**src/rtl/traffic_pkg.sv**
```systemverilog
// Shared definitions for the traffic congestion estimator.
// Holds the timebase constant, the congestion level encodings, the approach
// direction enum, the estimator FSM state type and the level classifier.
package traffic_pkg;

  localparam int unsigned ONE_SECOND = 50;

  localparam logic [1:0] LVL_FREE  = 2'd0;
  localparam logic [1:0] LVL_LIGHT = 2'd1;
  localparam logic [1:0] LVL_HEAVY = 2'd2;
  localparam logic [1:0] LVL_JAM   = 2'd3;

  // Same ordering as emergency_direction in the signal controller.
  typedef enum logic [1:0] {
    DIR_N = 2'd0,
    DIR_S = 2'd1,
    DIR_E = 2'd2,
    DIR_W = 2'd3
  } direction_e;

  typedef enum logic {
    ST_IDLE  = 1'b0,
    ST_COUNT = 1'b1
  } est_state_e;

  function automatic logic [1:0] classify_level(input logic [7:0] count,
                                                input logic [7:0] th_low,
                                                input logic [7:0] th_med,
                                                input logic [7:0] th_high);
    if (count < th_low)       return LVL_FREE;
    else if (count < th_med)  return LVL_LIGHT;
    else if (count < th_high) return LVL_HEAVY;
    else                      return LVL_JAM;
  endfunction

endpackage

```
**src/rtl/traffic_direction_counter.sv**
```systemverilog
// Per-approach tracker: live queue depth plus arrivals-per-window counter and
// the congestion level registered at each publish.
// Optional macro LEVEL_SMOOTH_EN: classify the average of the previous and the
// current window count instead of the current count alone.
// Ports:
//   clk, reset_n      clock, asynchronous active-low reset
//   arrive, depart    one vehicle joined / left the approach this cycle
//   clear             hold the window counter (and smoothing history) at 0
//   publish           final window cycle: register level, restart the count
//   queue[7:0]        queue depth, saturating 0..255
//   window_count[7:0] arrivals so far in this window, saturating at 255
//   level[1:0]        last published congestion level
module traffic_direction_counter
  import traffic_pkg::*;
#(
  parameter int unsigned TH_LOW  = 5,
  parameter int unsigned TH_MED  = 10,
  parameter int unsigned TH_HIGH = 15
) (
  input  logic       clk,
  input  logic       reset_n,
  input  logic       arrive,
  input  logic       depart,
  input  logic       clear,
  input  logic       publish,
  output logic [7:0] queue,
  output logic [7:0] window_count,
  output logic [1:0] level
);

  logic [7:0] count_next;
  logic [7:0] classified;

  // Count including this cycle's pulse, so a final-cycle arrival is classified.
  always_comb begin
    count_next = window_count;
    if (arrive && (window_count != 8'hFF)) count_next = window_count + 8'd1;
  end

`ifdef LEVEL_SMOOTH_EN
  logic [7:0] prev_count;
  logic [8:0] smooth_sum;

  assign smooth_sum = {1'b0, prev_count} + {1'b0, count_next};
  assign classified = smooth_sum[8:1];

  always_ff @(posedge clk or negedge reset_n) begin
    if (!reset_n)     prev_count <= '0;
    else if (clear)   prev_count <= '0;
    else if (publish) prev_count <= count_next;
  end
`else
  assign classified = count_next;
`endif

  always_ff @(posedge clk or negedge reset_n) begin
    if (!reset_n) begin
      queue <= '0;
    end else begin
      unique case ({arrive, depart})
        2'b10:   if (queue != 8'hFF) queue <= queue + 8'd1;
        2'b01:   if (queue != 8'h00) queue <= queue - 8'd1;
        default: queue <= queue;
      endcase
    end
  end

  always_ff @(posedge clk or negedge reset_n) begin
    if (!reset_n) begin
      window_count <= '0;
      level        <= LVL_FREE;
    end else if (clear) begin
      window_count <= '0;
    end else if (publish) begin
      window_count <= '0;
      level        <= classify_level(classified, 8'(TH_LOW), 8'(TH_MED), 8'(TH_HIGH));
    end else begin
      window_count <= count_next;
    end
  end

endmodule

```
**src/rtl/traffic_congestion_estimator.sv**
```systemverilog
// Traffic congestion estimator: tracks queue depth per approach, counts
// arrivals over fixed windows and publishes a 2-bit congestion level for each
// direction with a one-cycle valid strobe at every window boundary.
// Optional macro LEVEL_SMOOTH_EN (see traffic_direction_counter).
// Ports:
//   clk, reset_n              clock, asynchronous active-low reset
//   estimator_enable          1 = run windows, 0 = idle
//   <dir>_arrive/<dir>_depart detector pulses per approach
//   <dir>_ml_level[1:0]       registered congestion levels
//   ml_prediction_valid       one-cycle strobe after each publish edge
//   <dir>_queue[7:0]          registered queue depths
//   window_id[7:0]            publish count, wraps 255->0
module traffic_congestion_estimator
  import traffic_pkg::*;
#(
  parameter int unsigned WINDOW_CYCLES = 500,
  parameter int unsigned TH_LOW        = 5,
  parameter int unsigned TH_MED        = 10,
  parameter int unsigned TH_HIGH       = 15
) (
  input  logic       clk,
  input  logic       reset_n,
  input  logic       estimator_enable,
  input  logic       north_arrive,
  input  logic       south_arrive,
  input  logic       east_arrive,
  input  logic       west_arrive,
  input  logic       north_depart,
  input  logic       south_depart,
  input  logic       east_depart,
  input  logic       west_depart,
  output logic [1:0] north_ml_level,
  output logic [1:0] south_ml_level,
  output logic [1:0] east_ml_level,
  output logic [1:0] west_ml_level,
  output logic       ml_prediction_valid,
  output logic [7:0] north_queue,
  output logic [7:0] south_queue,
  output logic [7:0] east_queue,
  output logic [7:0] west_queue,
  output logic [7:0] window_id
);

  est_state_e  state;
  logic [15:0] window_cnt;
  logic        counting;
  logic        last_cycle;

  logic [3:0]  arrive_v;
  logic [3:0]  depart_v;
  logic [7:0]  queue_v  [4];
  logic [7:0]  count_v  [4];
  logic [1:0]  level_v  [4];

  assign arrive_v = {west_arrive, east_arrive, south_arrive, north_arrive};
  assign depart_v = {west_depart, east_depart, south_depart, north_depart};

  // An enable drop always wins over the final window cycle.
  assign counting   = (state == ST_COUNT) && estimator_enable;
  assign last_cycle = counting && (window_cnt == 16'(WINDOW_CYCLES - 1));

  always_ff @(posedge clk or negedge reset_n) begin
    if (!reset_n) begin
      state               <= ST_IDLE;
      window_cnt          <= '0;
      window_id           <= '0;
      ml_prediction_valid <= 1'b0;
    end else begin
      ml_prediction_valid <= last_cycle;
      if (last_cycle) window_id <= window_id + 8'd1;
      unique case (state)
        ST_IDLE: begin
          window_cnt <= '0;
          if (estimator_enable) state <= ST_COUNT;
        end
        ST_COUNT: begin
          if (!estimator_enable) begin
            state      <= ST_IDLE;
            window_cnt <= '0;
          end else if (last_cycle) begin
            window_cnt <= '0;
          end else begin
            window_cnt <= window_cnt + 16'd1;
          end
        end
        default: state <= ST_IDLE;
      endcase
    end
  end

  for (genvar d = 0; d < 4; d++) begin : g_dir
    traffic_direction_counter #(
      .TH_LOW (TH_LOW),
      .TH_MED (TH_MED),
      .TH_HIGH(TH_HIGH)
    ) u_counter (
      .clk         (clk),
      .reset_n     (reset_n),
      .arrive      (arrive_v[d]),
      .depart      (depart_v[d]),
      .clear       (!counting),
      .publish     (last_cycle),
      .queue       (queue_v[d]),
      .window_count(count_v[d]),
      .level       (level_v[d])
    );
  end

  // Window counters are held clear whenever the estimator is idle.
  always_comb begin
    if (reset_n && (state == ST_IDLE))
      assert ((count_v[0] | count_v[1] | count_v[2] | count_v[3]) == 8'd0);
  end

  assign north_queue    = queue_v[DIR_N];
  assign south_queue    = queue_v[DIR_S];
  assign east_queue     = queue_v[DIR_E];
  assign west_queue     = queue_v[DIR_W];
  assign north_ml_level = level_v[DIR_N];
  assign south_ml_level = level_v[DIR_S];
  assign east_ml_level  = level_v[DIR_E];
  assign west_ml_level  = level_v[DIR_W];

endmodule

```
**config.mk**
```make
export PLATFORM = sky130hd
export DESIGN_NAME = traffic_congestion_estimator
export DESIGN_NICKNAME = d
export VERILOG_FILES = /design/src/rtl/traffic_pkg.sv /design/src/rtl/traffic_direction_counter.sv /design/src/rtl/traffic_congestion_estimator.sv
export SDC_FILE = /design/constraint.sdc
export NUM_CORES = 1
export LEC_CHECK = 0
export CAP_MARGIN = 20
export CORE_AREA = 2 2 105 107
export DETAILED_ROUTE_END_ITERATION = 16
export DIE_AREA = 0 0 107 109
export MAX_ROUTING_LAYER = met4
export PLACE_DENSITY = 0.84
export SLEW_MARGIN = 20
export SYNTH_ARGS = -nofsm -noshare
export SYNTH_HDL_FRONTEND = slang
export SYNTH_SLANG_ARGS = --single-unit
```
**constraint.sdc**
```tcl
create_clock -name clk -period 5.1 [get_ports clk]
set_clock_uncertainty 0.05 [all_clocks]
set_input_delay 1.02 -clock clk [delete_from_list [all_inputs] [get_ports clk]]
set_output_delay 1.02 -clock clk [all_outputs]
set_load 0.005 [all_outputs]
```
; ---- Word-level counts from Yosys, hierarchy flattened
; Cells that the tools add are included.
[word_totals]
mem_bits_ro = 0
reg_bits = 98
latch_bits = 0
n_memories = 0
ram_bits = 0
elab_cells = 127
in_bits = 11
output_inout_bits = 49
[op_classes]
n_shift = 0
bitwise = 1
add_sub_neg = 14
multipliers = 0
div_mod_pow = 0
muxes = 40
magnitude_cmp = 12
reduce_logical = 19
n_eq_ne = 25
[op_table]
columns = op, count
row1 = two-way mux 8 bit, 20
row2 = "adder 8 x 1 -> 8 bit, second input constant", 9
row3 = "less-than comparator 8 x 4 -> 1 bit, second input constant", 8
row4 = "!= test 8 bit, second input constant", 8
row5 = case mux 8 bit (2 select lines), 4
row6 = "less-than comparator 8 x 3 -> 1 bit, second input constant", 4
row7 = two-way mux 16 bit, 2
row8 = case mux 16 bit (2 select lines), 1
row9 = nonzero test 8 bit, 4
row10 = "subtractor 8 x 1 -> 8 bit, second input constant", 4
row11 = "adder 16 x 1 -> 16 bit, second input constant", 1
row12 = "== test 16 x 9 -> 1 bit, second input constant", 1
row13 = two-way mux 2 bit, 8
row14 = "!= test 2 x 1 -> 1 bit, second input constant", 8
row15 = AND reduction 3 bit, 4
row16 = "== test 2 x 1 -> 1 bit, second input constant", 4
row17 = "== test 2 bit, second input constant", 4
row18 = nonzero test 2 bit, 4
row19 = logical AND 1 bit, 6
row20 = two-way mux 1 bit, 5
row21 = AND reduction 2 bit, 1
row22 = NOT 1 bit, 1

; ---- Depth between registers and ports, before layout
[depth]
depth_word = 7
mapped_depth = 10
depth_no_buf = 9

; ---- Modules after synthesis
; Synthesis repeated with hierarchy kept, for this count alone.
[unflattened]
cells_unflattened = 662
area_unflattened_um2 = 6306.0
[modules_own_cells]
columns = module, seq_area_each_um2, cells_per_inst, n_inst, area_each_um2
row1 = traffic_direction_counter at g_dir[0].u_counter ..., 450.4, 136, 3, 1265.0
row2 = traffic_direction_counter at g_dir[2].u_counter, 450.4, 138, 1, 1280.0
row3 = traffic_congestion_estimator, 650.6, 116, 1, 1231.2

; ---- Worst setup path after synthesis
; OpenSTA, ideal clock, no wires.
[synth_path]
path_kind = in2reg
startpoint = input east_arrive
endpoint = register g_dir[2].u_counter.queue[6]
stages = 9
path_slack_ps = 2034
t_arrival_ps = 2951
setup_time_ps = 65
n_path_buf = 1
cell_sequence = clkbuf_1 inv_1 ha_1 ha_1 nor2b_1 o21a_1 o21a_1 o311ai_0 mux2_2
[synth_via]
elab_chain_cells = 3
[synth_lines]
columns = element, line_no
row1 = "start, declared", traffic_congestion_estimator.sv:26  ; input logic east_arrive,
row2 = == test 2 x 1 -> 1 bit or == test 2 bit (tied branches), traffic_direction_counter.sv:60  ; unique case ({arrive, depart})
row3 = != test 2 x 1 -> 1 bit (no source line) or nonzero test 2 bit (tied branches), --
row4 = AND reduction 3 bit (no source line), --
row5 = "end signal, assigned", traffic_direction_counter.sv:61  ; 2'b10: if (queue != 8'hFF) queue <= queue + 8'd1;
row6 = "end signal, assigned", traffic_direction_counter.sv:62  ; 2'b01: if (queue != 8'h00) queue <= queue - 8'd1;
row7 = "end signal, assigned", traffic_direction_counter.sv:63  ; default: queue <= queue;
row8 = "end, declared", traffic_direction_counter.sv:26  ; output logic [7:0] queue,
; Parallel ways exist; a longest one is shown, timed or not.
; A chain may end at the register's enable or synchronous reset.

; ---- Final worst setup path
[layout_path]
startpoint = input north_arrive
endpoint = register g_dir[0].u_counter.queue[6]
[layout_via]
elab_chain_cells = 3
[layout_lines]
columns = element, line_no
row1 = "start, declared", traffic_congestion_estimator.sv:24  ; input logic north_arrive,
row2 = == test 2 x 1 -> 1 bit or == test 2 bit (tied branches), traffic_direction_counter.sv:60
row3 = != test 2 x 1 -> 1 bit (no source line) or nonzero test 2 bit (tied branches), --
row4 = AND reduction 3 bit (no source line), --
row5 = "end signal, assigned", traffic_direction_counter.sv:61
row6 = "end signal, assigned", traffic_direction_counter.sv:62
row7 = "end signal, assigned", traffic_direction_counter.sv:63
row8 = "end, declared", traffic_direction_counter.sv:26
; Parallel ways exist; a longest one is shown, timed or not.

==> run_results.csv <==
group,metric,value,unit
clock_network,cts_max_path_buffers,2,
global_route,globalRouteMet3Util,3.048,%
global_route,first_pass_grt_wire_length,23.79,mm
critical_path,data_required_time_at_the_worst_endpoint,5.37,ns
global_route,first_global_vias,5321,
power_and_ir_drop,power_per_cell_area,371.3,nW/um2
global_route,antenna_found_initial,0,
die,coreArea,10600,um2
route,detail-route-antenna-nets,0,
yosys,synthesis.area_per_instance,9.091,um2
timing,setup_viol_count_final,0,
clock_network,clock-sinks,98,
die,die_x,107,um
clock_network,post_cts_resized,0,
route,detail_route.iter0.violations,402,
flow_run,cap_viol_max_count,0,
layout,layout_common_cells,"dfrtp_1, nor2_1, clkdlybuf4s50_1",
yosys,net_count_of_the_mapped_netlist,760,
yosys,synth_area_leader_cell,"dfrtp_1",
yosys,yosysSeqAreaShare,38.15,%
layout,numnets_final,812,
global_route,grt_start_max_net_pins,67,
global_route,peak_usage_layer_in_the_global_routing_report,"met2",
yosys,synth.top_cell.area_share,38.15,%
global_route,global_route.overflow_total,0,
global_route,grt_util_met2,43.95,%
timing,max_slew.worst_pin.slew,0.8268,ns
worst_hold_path,holdPathStages,1,
clock_network,clkTransAtPathRegs,0.09,ns
critical_path,category_of_the_most_critical_setup_path,"in2reg",
global_route,grt_use_met1,32.08,%
clock_network,cts-root-buf,"clkbuf_8",
place,place.detailed.hpwl,9.951,mm
clock_network,hold_buffers,0,
clock_network,tritoncts.num_buffers,9,
clock_network,ctsHtreeMaxLevel,3,
route,vias_per_cell,6.058,
yosys,ys_ff_latch,98,
timing,number_of_hold_violations_in_the_final_report,0,
critical_path,element_type_at_the_critical_path_start,"input pin",
layout,layout.cells.most_common,"dfrtp_1",
timing,slew-limit-headroom,44.88,%
global_route,globalRouteTotalUtil,25.85,%
yosys,post_synth_main_area_contributors,"dfrtp_1, ha_1, nor2_1",
clock_network,post-cts-setup-buffers,0,
worst_hold_path,worst_hold_path_type,"reg2reg",
timing,tns,0,ns
timing,number_of_slew_limit_violations_in_the_final_report,0,
yosys,synth-xor-area-share,7.767,%
place,io_buffers,59,
timing,min_clock_period_post_route,3.405,ns
route,detail_route.wirelength,13.88,mm
yosys,synthesis.area,6427,um2
critical_path,arrival,3.68,ns
critical_path,worst-path-max-fanout,12,
route,avgRoutedWirePerCell,15.35,um
layout,flow.area_growth_from_synthesis,13.94,%
critical_path,worst_path_max_delay_cell,"clkdlybuf4s50_1",
clock_network,insertion_delay,0.39,ns
critical_path,register_to_register_path_depth,6,
yosys,most_used_flip_flop_cell_after_synthesis,"dfrtp_1",
yosys,synth.yosys.warnings,0,
die,initial_core_util,60.62,%
timing,achievable-frequency,0.2937,GHz
yosys,ys_async_sr_fraction,100.0,%
layout,drive_gt1_share,4.843,%
critical_path,path_cells,"clkdlybuf4s50_1, inv_1, ha_1, ha_1, nor2b_1, o21a_1, o21a_1, o311ai_0, mux2_2",
route,drt_first_pass_iters,5,
yosys,synth_compound_area_share,16.43,%
route,drc_violation_count_after_routing,0,
die,die_height,109,um
timing,finalHoldWorstSlack,0.4330,ns
yosys,postSynthCellCount,707,
yosys,muxShareOfSynthArea,2.317,%
place,place_area,7136,um2
die,core.rowCount,38,
power_and_ir_drop,irDropWorstVdd,0.3130,mV
power_and_ir_drop,static-leakage-power,3.074,nW
yosys,dominant_combinational_cell_family_by_area_after_synthesis,"simple AND/OR/NAND/NOR gates",
layout,antennaDiodeCount,0,
power_and_ir_drop,total_chip_power,2.719,mW
place,routabilityCongestion,0.8943,
yosys,synth_simple_gate_area_share,22.85,%
timing,grt_setup_unrepaired,"false",
clock_network,cts_tree,"yes",
critical_path,timing.critical_path.to_type,"flip-flop",
route,count_of_vias_placed_by_the_detailed_router,5476,
yosys,synth_cell_types,63,
timing,timing.final.crit_share,66.76,%
die,dieArea,11660,um2
yosys,synth_edf_count,0,
critical_path,crit_path_max_incr_delay,0.69,ns
layout,design_area,7323,um2
die,pin_count,60,
run_status,result_of_the_run,"completed",
yosys,synthAdderAreaFrac,8.643,%
stage by stage:
step	worst slack [ns]	cells	utilization, %
floorplan	2.034	707	-
global placement	1.492	888	67.30
detailed placement	1.359	888	67.30
CTS	1.767	904	69.07
global route	1.550	904	69.07
finish	1.695	904	69.07
path summary, 6_finish.rpt:
| path | start | endpoint | slack (ns) |
|---|---|---|---|
| setup / recovery | north_arrive | g_dir[0].u_counter.queue[6] | 1.70 |
| hold / removal | window_id[7] | window_id[7] | 0.43 |
| setup reg to reg | window_cnt[0] | g_dir[3].u_counter.window_count[6] | 2.54 |
| hold reg to reg | window_id[7] | window_id[7] | 0.43 |
| max in group asynchronous | reset_n | g_dir[3].u_counter.window_count[4] | 3.35 |
| min in group asynchronous | reset_n | g_dir[0].u_counter.window_count[6] | 0.67 |
cell type report:
cell class | instances | area [um2]
Clock buffer | 10 | 137.6
Clock inverter | 6 | 50.05
Fill cell | 831 | 3279
Inverter | 39 | 146.4
Multi-Input combinational cell | 546 | 3729
Sequential cell | 98 | 2452
Tap cell | 140 | 175.2
Timing Repair Buffer | 65 | 633.1
kinds of logic after synthesis:
logic type / Yosys count
xor+xnor: 57
simple gates: 283
buf+inv: 63
fa+ha+maj: 42
mux: 14
compound gates: 150
flops: 98
registers in the layout, summed over array words and instances (netlist names):
| name | count |
|---|---|
| g_dir.u_counter.level | 8 |
| g_dir.u_counter.queue | 32 |
| state | 1 |
| window_cnt | 16 |
| window_id | 8 |
| g_dir.u_counter.window_count | 32 |
| ml_prediction_valid | 1 |
cells in the mapped netlist, types with 3 or more instances:
master / number
mux2_2: 7
o21ai_0: 26
a31oi_1: 7
nor3b_1: 9
inv_1: 39
and4_1: 8
nor2b_1: 11
fa_1: 4
ha_1: 38
a41oi_1: 5
o21a_1: 13
a211oi_1: 3
nor3_1: 19
nor2_1: 84
and3_1: 14
o311ai_0: 3
nand4_1: 18
xor2_1: 26
nand2_1: 42
nand3_1: 41
nand2b_1: 7
nand3b_1: 3
a21o_1: 4
mux2i_1: 7
a21oi_1: 25
o22a_1: 6
clkbuf_1: 18
dfrtp_1: 98
a221oi_1: 3
xnor2_1: 31
nor4_1: 9
o211ai_1: 9
buf_2: 3
o2111ai_1: 10
o21bai_1: 6
o31ai_1: 9
or3_1: 6
a311oi_1: 3
worst max-delay path: cells and delay by family:
family                   cells  cell delay [ns]
adder cells (fa/ha/maj)      2             0.72
AND/OR/NAND/NOR              1             0.15
multiplexers                 1             0.23
buffers and inverters        2             0.77
AO/OA/AOI/OAI                3             0.79
power by group:
| group | internal (mW) | switching [mW] | total (mW) |
|---|---|---|---|
| logic | 0.582 | 0.540 | 1.12 |
| clock network | 0.197 | 0.293 | 0.489 |
| registers | 0.909 | 0.199 | 1.11 |
layer usage:
layer	vias up	part of all wire, %
li1	2680	-
met2	154	49
met4	0	1.6
met1	2623	45
met3	19	3.9
met5	-	0
(Power assumes the default switching activity.)
